### config.mk
export PLATFORM = sky130hd
export DESIGN_NAME = ob_tracker_flat
export DESIGN_NICKNAME = d
export VERILOG_FILES = /design/src/rtl/ob_tracker_if.sv /design/src/rtl/ob_tracker.sv /design/src/flat_wrapper.sv
export SDC_FILE = /design/constraint.sdc
export NUM_CORES = 1
export LEC_CHECK = 0
export BUFFER_PORTS_ARGS = -buffer_cell sky130_fd_sc_hd__buf_2
export CAP_MARGIN = 20
export CORE_UTILIZATION = 40
export DETAILED_ROUTE_END_ITERATION = 7
export PLACE_DENSITY = 0.67
export SYNTH_ARGS = -nofsm -noshare
export SYNTH_HDL_FRONTEND = slang
export SYNTH_SLANG_ARGS = --single-unit
### constraint.sdc
create_clock -name CLK -period 7.6 [get_ports CLK]
set_input_delay 0.76 -clock CLK [delete_from_list [all_inputs] [get_ports CLK]]
set_output_delay 0.76 -clock CLK [all_outputs]
set_load 0.05 [all_outputs]
### src/rtl/ob_tracker_if.sv
// ob_tracker_if: lookup, result, flush and close-handshake bundle between the
// request queue / command sequencer side (master) and the bank tracker (slave).
interface ob_tracker_if #(
    parameter int unsigned ROW_W  = 14,
    parameter int unsigned BANK_W = 3,
    parameter int unsigned RANK_W = 1
);
    localparam int unsigned CntW = BANK_W + RANK_W + 1;

    logic              lkValid;
    logic              lkReady;
    logic [ROW_W-1:0]  lkRow;
    logic [BANK_W-1:0] lkBank;
    logic [RANK_W-1:0] lkRank;

    logic              resValid;
    logic [2:0]        resKind;
    logic [BANK_W-1:0] resBank;
    logic [RANK_W-1:0] resRank;

    logic              redoValid;
    logic              flushAll;
    logic              flushRank;
    logic [RANK_W-1:0] flushRankId;

    logic              closeReq;
    logic [BANK_W-1:0] closeBank;
    logic [RANK_W-1:0] closeRank;
    logic              closeAck;

    logic [CntW-1:0]   openCount;

    modport master (
        output lkValid, lkRow, lkBank, lkRank, redoValid, flushAll, flushRank,
               flushRankId, closeAck,
        input  lkReady, resValid, resKind, resBank, resRank, closeReq, closeBank,
               closeRank, openCount
    );

    modport slave (
        input  lkValid, lkRow, lkBank, lkRank, redoValid, flushAll, flushRank,
               flushRankId, closeAck,
        output lkReady, resValid, resKind, resBank, resRank, closeReq, closeBank,
               closeRank, openCount
    );
endinterface

### src/rtl/ob_tracker.sv
// ob_tracker: open-bank/open-row table for 2^RANK_W ranks x 2^BANK_W banks.
// Classifies lookups as hit / no-conflict miss / conflict, requests precharge
// of banks left idle for IDLE_CYCLES, supports per-rank refresh flush and
// reports the number of open banks.
module ob_tracker #(
    parameter int unsigned ROW_W       = 14,
    parameter int unsigned BANK_W      = 3,
    parameter int unsigned RANK_W      = 1,
    parameter int unsigned IDLE_CYCLES = 64,
    parameter int unsigned TMR_W       = 7
) (
    input logic         CLK,
    input logic         Reset_n,
    ob_tracker_if.slave bus
);
    localparam int unsigned IdxW = BANK_W + RANK_W;
    localparam int unsigned Nb   = 1 << IdxW;
    localparam int unsigned CntW = IdxW + 1;
    localparam logic [TMR_W-1:0] IdleMax = TMR_W'(IDLE_CYCLES);

    localparam logic [2:0] KindHit  = 3'b001;
    localparam logic [2:0] KindMiss = 3'b010;
    localparam logic [2:0] KindConf = 3'b100;

    typedef enum logic [0:0] {StIdle, StReq} close_st_e;

    logic [Nb-1:0]              valid_q, valid_d;
    logic [Nb-1:0][TMR_W-1:0]   timer_q, timer_d;
    logic [ROW_W-1:0]           row_q [Nb];

    logic                       res_valid_q, res_valid_d;
    logic [2:0]                 res_kind_q, res_kind_d;
    logic [BANK_W-1:0]          res_bank_q, res_bank_d;
    logic [RANK_W-1:0]          res_rank_q, res_rank_d;

    close_st_e                  state_q, state_d;
    logic [IdxW-1:0]            close_idx_q, close_idx_d;
    logic                       close_req_q, close_req_d;
    logic [CntW-1:0]            open_cnt_q, open_cnt_d;

    logic                       lk_ready;
    logic                       accept;
    logic [IdxW-1:0]            lk_idx;
    logic [IdxW-1:0]            res_idx;
    logic                       ack_take;
    logic [Nb-1:0]              kill;
    logic [Nb-1:0]              elig;
    logic [IdxW-1:0]            pick;

    assign lk_ready = ~(bus.flushAll | bus.flushRank | bus.closeAck);
    assign accept   = bus.lkValid & lk_ready;
    assign lk_idx   = {bus.lkRank, bus.lkBank};
    assign res_idx  = {res_rank_q, res_bank_q};
    // A close acknowledge only means something while a request is outstanding.
    assign ack_take = bus.closeAck & (state_q == StReq);

    // Per-bank invalidation this cycle: global flush, rank flush or acked close.
    always_comb begin
        kill = '0;
        for (int i = 0; i < Nb; i++) begin
            kill[i] = bus.flushAll
                    | (bus.flushRank & (RANK_W'(i >> BANK_W) == bus.flushRankId))
                    | (ack_take & (close_idx_q == IdxW'(i)));
        end
    end

    // Valid bits, idle timers and the registered open-bank population count.
    always_comb begin
        valid_d    = valid_q;
        timer_d    = timer_q;
        open_cnt_d = '0;
        for (int i = 0; i < Nb; i++) begin
            if (kill[i]) begin
                valid_d[i] = 1'b0;
                timer_d[i] = '0;
            end else if (accept && (lk_idx == IdxW'(i))) begin
                valid_d[i] = 1'b1;
                timer_d[i] = '0;
            end else begin
                // Aborted precharge: reopen the bank of the last result.
                if (bus.redoValid && (res_idx == IdxW'(i))) begin
                    valid_d[i] = 1'b1;
                end
                if (valid_q[i] && (timer_q[i] < IdleMax)) begin
                    timer_d[i] = timer_q[i] + TMR_W'(1);
                end
            end
            open_cnt_d = open_cnt_d + CntW'(valid_d[i]);
        end
    end

    // Eligible banks exclude any bank being touched this cycle; pick lowest index.
    always_comb begin
        elig = '0;
        pick = '0;
        for (int i = 0; i < Nb; i++) begin
            elig[i] = (IDLE_CYCLES != 0) && valid_q[i] && (timer_q[i] == IdleMax)
                   && !kill[i] && !(accept && (lk_idx == IdxW'(i)));
        end
        for (int i = Nb - 1; i >= 0; i--) begin
            if (elig[i]) begin
                pick = IdxW'(i);
            end
        end
    end

    // Close-request FSM next state; closeReq is registered from the next state.
    always_comb begin
        state_d     = state_q;
        close_idx_d = close_idx_q;
        unique case (state_q)
            StIdle: begin
                if (|elig) begin
                    state_d     = StReq;
                    close_idx_d = pick;
                end
            end
            StReq: begin
                // Ack, flush or a fresh access to the latched bank ends the request.
                if (kill[close_idx_q] || (accept && (lk_idx == close_idx_q))) begin
                    state_d = StIdle;
                end
            end
            default: state_d = StIdle;
        endcase
        close_req_d = (state_d == StReq);
    end

    // Lookup result, classified against the table before this cycle's update.
    always_comb begin
        res_valid_d = accept;
        res_kind_d  = res_kind_q;
        res_bank_d  = res_bank_q;
        res_rank_d  = res_rank_q;
        if (accept) begin
            res_bank_d = bus.lkBank;
            res_rank_d = bus.lkRank;
            if (!valid_q[lk_idx]) begin
                res_kind_d = KindMiss;
            end else if (row_q[lk_idx] == bus.lkRow) begin
                res_kind_d = KindHit;
            end else begin
                res_kind_d = KindConf;
            end
        end else if (bus.flushAll || (bus.flushRank && (bus.flushRankId == res_rank_q))) begin
            res_kind_d = KindMiss;
        end
    end

    // State registers with asynchronous active-low reset.
    always_ff @(posedge CLK or negedge Reset_n) begin
        if (!Reset_n) begin
            valid_q     <= '0;
            timer_q     <= '0;
            res_valid_q <= 1'b0;
            res_kind_q  <= KindMiss;
            res_bank_q  <= '0;
            res_rank_q  <= '0;
            state_q     <= StIdle;
            close_idx_q <= '0;
            close_req_q <= 1'b0;
            open_cnt_q  <= '0;
        end else begin
            valid_q     <= valid_d;
            timer_q     <= timer_d;
            res_valid_q <= res_valid_d;
            res_kind_q  <= res_kind_d;
            res_bank_q  <= res_bank_d;
            res_rank_q  <= res_rank_d;
            state_q     <= state_d;
            close_idx_q <= close_idx_d;
            close_req_q <= close_req_d;
            open_cnt_q  <= open_cnt_d;
        end
    end

    // Row storage is don't-care while invalid, so it carries no reset.
    always_ff @(posedge CLK) begin
        if (accept) begin
            row_q[lk_idx] <= bus.lkRow;
        end
    end

    assign bus.lkReady   = lk_ready;
    assign bus.resValid  = res_valid_q;
    assign bus.resKind   = res_kind_q;
    assign bus.resBank   = res_bank_q;
    assign bus.resRank   = res_rank_q;
    assign bus.closeReq  = close_req_q;
    assign bus.closeBank = close_idx_q[BANK_W-1:0];
    assign bus.closeRank = close_idx_q[IdxW-1:BANK_W];
    assign bus.openCount = open_cnt_q;
endmodule

### src/flat_wrapper.sv
// flat-port wrapper written by rule: the top's interface ports become plain ports
module ob_tracker_flat 
#(
    parameter int unsigned ROW_W       = 14,
    parameter int unsigned BANK_W      = 3,
    parameter int unsigned RANK_W      = 1,
    parameter int unsigned IDLE_CYCLES = 64,
    parameter int unsigned TMR_W       = 7
)
  (CLK, Reset_n, bus_lkValid, bus_lkRow, bus_lkBank, bus_lkRank, bus_redoValid, bus_flushAll, bus_flushRank, bus_flushRankId, bus_closeAck, bus_lkReady, bus_resValid, bus_resKind, bus_resBank, bus_resRank, bus_closeReq, bus_closeBank, bus_closeRank, bus_openCount);
  ob_tracker_if #(.ROW_W(ROW_W), .BANK_W(BANK_W), .RANK_W(RANK_W)) bus_i ();
  input logic CLK;
  input logic Reset_n;
  input wire logic [$bits(bus_i.lkValid)-1:0] bus_lkValid;
  input wire logic [$bits(bus_i.lkRow)-1:0] bus_lkRow;
  input wire logic [$bits(bus_i.lkBank)-1:0] bus_lkBank;
  input wire logic [$bits(bus_i.lkRank)-1:0] bus_lkRank;
  input wire logic [$bits(bus_i.redoValid)-1:0] bus_redoValid;
  input wire logic [$bits(bus_i.flushAll)-1:0] bus_flushAll;
  input wire logic [$bits(bus_i.flushRank)-1:0] bus_flushRank;
  input wire logic [$bits(bus_i.flushRankId)-1:0] bus_flushRankId;
  input wire logic [$bits(bus_i.closeAck)-1:0] bus_closeAck;
  output wire logic [$bits(bus_i.lkReady)-1:0] bus_lkReady;
  output wire logic [$bits(bus_i.resValid)-1:0] bus_resValid;
  output wire logic [$bits(bus_i.resKind)-1:0] bus_resKind;
  output wire logic [$bits(bus_i.resBank)-1:0] bus_resBank;
  output wire logic [$bits(bus_i.resRank)-1:0] bus_resRank;
  output wire logic [$bits(bus_i.closeReq)-1:0] bus_closeReq;
  output wire logic [$bits(bus_i.closeBank)-1:0] bus_closeBank;
  output wire logic [$bits(bus_i.closeRank)-1:0] bus_closeRank;
  output wire logic [$bits(bus_i.openCount)-1:0] bus_openCount;
  assign bus_i.lkValid = bus_lkValid;
  assign bus_i.lkRow = bus_lkRow;
  assign bus_i.lkBank = bus_lkBank;
  assign bus_i.lkRank = bus_lkRank;
  assign bus_i.redoValid = bus_redoValid;
  assign bus_i.flushAll = bus_flushAll;
  assign bus_i.flushRank = bus_flushRank;
  assign bus_i.flushRankId = bus_flushRankId;
  assign bus_i.closeAck = bus_closeAck;
  assign bus_lkReady = bus_i.lkReady;
  assign bus_resValid = bus_i.resValid;
  assign bus_resKind = bus_i.resKind;
  assign bus_resBank = bus_i.resBank;
  assign bus_resRank = bus_i.resRank;
  assign bus_closeReq = bus_i.closeReq;
  assign bus_closeBank = bus_i.closeBank;
  assign bus_closeRank = bus_i.closeRank;
  assign bus_openCount = bus_i.openCount;
  ob_tracker #(.ROW_W(ROW_W), .BANK_W(BANK_W), .RANK_W(RANK_W), .IDLE_CYCLES(IDLE_CYCLES), .TMR_W(TMR_W)) u_core (.CLK(CLK), .Reset_n(Reset_n), .bus(bus_i));
endmodule
[Word level (Yosys, flattened, before mapping)]
Memories as Yosys holds them, arrays and structs flattened.
Index checks and enable logic that the tools add are counted.
Widths: inputs -> output; s select.
Word-level totals
  bits in latches: 0
  RAM bits: 224
  memories: 1
  register bits: 146
  output and inout port bits: 19
  ROM bits: 0
  input bits: 26
Memory list
  u_core.row_q: words 16, bits a word 14, rd ports 1, clocked after Yosys merged registers in 0, write ports 1, RTL line ob_tracker.sv:29  | logic [ROW_W-1:0] row_q [Nb];
Operators by class
  mux-type cells: 125
  bitwise logic cells: 43
  $mul: 0
  eq/ne operators: 64
  div/mod/pow operators: 0
  $lt $le $gt $ge: 18
  shift operators: 0
  reductions and logical operators: 154
  add/subtract/negate cells: 31
Operators by type and width (count)
  $mux 7: 48
  $add 7x1->7 const B: 16
  $eq 7x7->1 const B: 16
  $lt 7x7->1 const B: 16
  $logic_and 1x1->1: 98
  $eq 4x4->1 const B: 24
  $add 5x1->5: 14
  $mux 4: 16
  $mux 1: 54
  $eq 4x3->1 const B: 12
  $reduce_bool 3->1: 16
  $logic_not 1->1: 32
  $eq 4x2->1 const B: 6
  $and 1x1->1: 20
  $or 1x1->1: 20
  $reduce_or 16->1: 1
  $eq 14x14->1: 1
  $eq 4x1->1 const B: 3
  $logic_not 4->1: 3
  $mux 3: 4
  $lt 4x5->1 const B: 2
  $bmux 1 s4: 2
  $eq 4x4->1: 1
  $not 1->1: 3
  other kinds (6): 7

[Longest topological paths before layout]
  depth after elaboration: 23
  gate-level depth with buffers: 20
  mapped depth without buffers: 18

[Worst setup path after synthesis]
OpenSTA, ideal clock, no wires.
  path kind: input to register
  start point: input bus_flushAll
  end point: register u_core.open_cnt_q[4], in the netlist u_core.bus.openCount[4]
  setup time: 0.119 ns
  data arrival time: 5.751 ns
  cell stages on the path: 15
  setup slack: 1.730 ns
  path buffers: 2
  path through: buf_6 -> or4b_4 -> buf_6 -> nor4_2 -> a211o_1 -> nand2_1 -> fa_1 -> fa_1 -> fa_1 -> inv_1 -> fa_1 -> fa_1 -> fa_1 -> a21oi_1 -> nor2b_1
Between the ends
  cells in the longest elaborated chain, start to end: 22
Ends and longest elaborated chain
  start: declaration: RTL line flat_wrapper.sv:19  | input wire logic [$bits(bus_i.flushAll)-1:0] bus_flushAll;
  $or 1x1->1 (2 in series): RTL line ob_tracker.sv:50  | assign lk_ready = ~(bus.flushAll | bus.flushRank | bus.closeAck);
  $not 1->1: RTL line ob_tracker.sv:50
  $and 1x1->1: RTL line ob_tracker.sv:51  | assign accept = bus.lkValid & lk_ready;
  $logic_and 1x1->1: RTL line ob_tracker.sv:76  | end else if (accept && (lk_idx == IdxW'(i))) begin
  $mux 1: RTL line ob_tracker.sv:76
  $mux 1: RTL line ob_tracker.sv:73  | if (kill[i]) begin
  $add 1x1->2: RTL line ob_tracker.sv:88  | open_cnt_d = open_cnt_d + CntW'(valid_d[i]);
  $add 5x1->5 (13 in series): RTL line ob_tracker.sv:88
  $add 5x1->5 *: RTL line ob_tracker.sv:88
  net u_core.open_cnt_d[4]: RTL line ob_tracker.sv:39  | logic [CntW-1:0] open_cnt_q, open_cnt_d;
  end signal: assignment: RTL line ob_tracker.sv:173  | open_cnt_q <= open_cnt_d;
  end: declaration: RTL line ob_tracker.sv:39
Mark *: on every way through the listed nets, which the timed path passes. The rest lies on a longest branch.
A chain may end at the register's enable or synchronous reset.

[Worst setup path in the final report]
  start point: input bus_flushAll
  end point: register u_core.open_cnt_q[4], in the netlist u_core.bus.openCount[4]
Between the ends
  cells in the longest elaborated chain, start to end: 22
Ends and longest elaborated chain
  $or 1x1->1 (2 in series): RTL line ob_tracker.sv:50
  $not 1->1: RTL line ob_tracker.sv:50
  $and 1x1->1: RTL line ob_tracker.sv:51
  $logic_and 1x1->1: RTL line ob_tracker.sv:76
  $mux 1: RTL line ob_tracker.sv:76
  $mux 1 *: RTL line ob_tracker.sv:73
  net u_core.valid_d[1]: RTL line ob_tracker.sv:27  | logic [Nb-1:0] valid_q, valid_d;
  $add 1x1->2 *: RTL line ob_tracker.sv:88
  $add 5x1->5 * (14 in series): RTL line ob_tracker.sv:88
  net u_core.open_cnt_d[4]: RTL line ob_tracker.sv:39
Marked as above.

==> flow_metrics.env <==
export IMPL_status="completed"
export IMPL_ant_nets=0
export IMPL_finClkSkew_ps=27.7
export IMPL_cts_reportedPaths_clkPinSlew_ps=60
export IMPL_grt_ovfl_total=0
export IMPL_root_buffer="clkbuf_16"
export IMPL_syn_inst=1313
export IMPL_clock_latency_ps=550
export IMPL_routed_wl_um=38600
export IMPL_start_util=0.408
export IMPL_grt_busiest_layer="met2"
export IMPL_finalHoldViolations=0
export IMPL_cp_end_kind="flip-flop"
export IMPL_grt_use_met3=0.0337
export IMPL_vias=10700
export IMPL_cts_tree="done"
export IMPL_ff2ff_setup_slack_ps=2430
export IMPL_clkSinkCount=370
export IMPL_post_cts_resize_count=0
export IMPL_grt_total_usage=0.181
export IMPL_die_y_um=209
export IMPL_cap_violations=0
export IMPL_synthFlopType="edfxtp_1"
export IMPL_wl_per_cell_um=19.9
export IMPL_numCtsBuffers=39
export IMPL_synth_nets=1386
export IMPL_gp_congestion=0.950
export IMPL_timing_hold_ws_ps=249
export IMPL_yosysTopAreaCell="edfxtp_1"
export IMPL_ys_warn_count=0
export IMPL_viasPerCell=5.53
export IMPL_setup_tns_ps=0
export IMPL_r2r_end="u_core.bus.openCount[4]"
export IMPL_synth_edf_count=224
export IMPL_nFillCells=3679
export IMPL_synth_top_cell_area_share=0.391
export IMPL_clockBufferDepth=3
export IMPL_grt_antenna_before_repair=2
export IMPL_fin_crit_ps=5530
export IMPL_dp_cells=1864
export IMPL_post_cts_buffers=0
export IMPL_rows=75
export IMPL_crit_arrival_ps=5950
export IMPL_fmax_ghz=0.181
export IMPL_rsz0062_at_grt="false"
export IMPL_drt_iter0_drc=792
export IMPL_grtUsageMet1=0.243
export IMPL_grt_use_met2=0.295
export IMPL_grt_max_degree=79
export IMPL_cp_required_ps=8020
export IMPL_drt_first_pass_iters=5
export IMPL_grt_pass1_vias=10700
export IMPL_crit_fanout=16
export IMPL_worstRegToRegCells=14
export IMPL_syn_area_mm2=0.0172
export IMPL_hpwl_um=25400
export IMPL_synth_area_leaders="edfxtp_1, dfrtp_1, mux4_2"
export IMPL_ir_drop_mv=0.199
export IMPL_nNetsFinal=1439
export IMPL_r2r_start="u_core.state_q"
export IMPL_drc=0
export IMPL_hp_class="primary input to asynchronous set/reset pin"
export IMPL_power_density_mw_per_mm2=229
export IMPL_leakage_uw=0.00729
export IMPL_setup_viol=0
export IMPL_die_area_mm2=0.0438
export IMPL_cp_start_kind="primary input"
export IMPL_grt_pass1_wl_um=61300
export IMPL_synth_common_cells="edfxtp_1, nor2_1, dfrtp_1, nand2_1, inv_1"
export IMPL_postCtsHoldBufs=0
export IMPL_yosys_cell_types_count=74
export IMPL_ys_ff_latch=370
export IMPL_core_area_mm2=0.0421
export IMPL_synthArstFlopShare=0.395
export IMPL_critPathKind="primary input to flip-flop"
export IMPL_layout_drive_gt1_share=0.147
export IMPL_areaGrowthSynthToFinish_pct=12.3
export IMPL_instances_no_fill=1937
export IMPL_die_w_um=209
export IMPL_htreeDepth=2
export IMPL_avgSynthCellArea_um2=13.1
export IMPL_finalMaxSlewViolations=0
export IMPL_portBuffers=44
export IMPL_slew_headroom=0.311
export IMPL_seq_area_frac_synth=0.604
export IMPL_yosysMostFrequentCell="edfxtp_1"
export IMPL_fin_crit_sh=0.727
export IMPL_worst_slew_pin_slew_ps=1020
export IMPL_ios=45
[worst max-delay path by stage]
stage / from / end / slack, ps / cells after the start
5_1_grt: bus_flushAll / u_core.bus.openCount[4] / 1820 / 17
3_3_place_gp: bus_flushAll / u_core.bus.openCount[4] / 1600 / 17
4_1_cts: bus_flushAll / u_core.bus.openCount[4] / 2120 / 17
3_5_place_dp: bus_flushAll / u_core.bus.openCount[4] / 1550 / 17
2_1_floorplan: bus_flushAll / u_core.bus.openCount[4] / 1730 / 15
6_report: bus_flushAll / u_core.bus.openCount[4] / 2070 / 17
[area by class of cell]
class                   instances  area [um2]  share of cell area
flip-flops and latches        370       10400               0.538
multi-input cells             835        6380               0.330
clock buffers                  47        1040              0.0537
well taps                     539         674              0.0349
repair buffers                 57         329              0.0170
clock inverters                25         269              0.0139
inverters                      63         236              0.0122
diodes                          1        2.50            0.000130
[placed cells by master (no fill, tap or decap), types with 22 or more instances in the layout]
master / instances
edfxtp_1: 224
buf_2: 41
clkbuf_16: 40
o21ai_0: 30
xor2_1: 54
a21oi_1: 47
inv_1: 60
nor2_1: 176
mux2i_1: 22
dfrtp_1: 145
nand2_1: 81
nor2b_1: 27
ha_1: 37
mux4_2: 53
xnor2_1: 34
nand4_1: 48
[per-layer routing]
| metal | part of all wire | up-vias |
|---|---|---|
| met3 | 0.057 | 74 |
| met4 | 0.029 | 2 |
| met2 | 0.48 | 289 |
| met5 | 0.00044 | - |
| met1 | 0.43 | 5410 |
| li1 | - | 4944 |
[registers in the layout, indices dropped and copies added (netlist names), 3 cells and up]
name,cells
u_core.close_idx_q,4
u_core.bus.openCount,5
u_core.row_q,224
u_core.bus.resBank,3
u_core.valid_q,16
u_core.bus.resKind,3
u_core.timer_q,112
[cells by family (layout without fill, tap and decap cells)]
kind of cell               Yosys count  count (layout)  share of synthesized area
and+or+nand+nor                    461             461                      0.139
xor gates and xnor gates            88              88                     0.0448
buffers and inverters              108             192                     0.0269
adders and majority gates           47              47                     0.0386
AOI/OAI and AO/OA                  157             157                     0.0598
other                                0               1                          0
DFF                                370             370                      0.604
muxes                               82              82                     0.0868
[where the power goes]
| part | leakage (uW) | switching, uW | internal, uW | total (uW) |
|---|---|---|---|---|
| sequential | 0.00404 | 27.1 | 2160 | 2180 |
| clock | 0.000633 | 787 | 1150 | 1940 |
| combinational | 0.00262 | 208 | 95.3 | 303 |
[stage by stage]
step | setup WS [ps] | instance area (um2) | util | power, uW
global route | 1820 | 19300 | 0.458 | 4560
global placement | 1600 | 18000 | 0.427 | 2520
detailed placement | 1550 | 18000 | 0.427 | 2530
floorplan | 1730 | 17200 | - | 2420
CTS | 2120 | 19300 | 0.458 | 4460
finish | 2070 | 19300 | 0.458 | 4420
[worst max-delay path, cell delays in order]
cell and delay [ps]:
buf_2 150, or4b_4 720, inv_2 270, and4_1 270, a211oi_1 60, a211oi_1 350
ha_1 300, inv_1 70, fa_1 430, fa_1 490, fa_1 520, inv_1 50
fa_1 450, fa_1 420, fa_1 420, a21oi_1 150, nor2b_1 60
(Power assumes the default switching activity.)
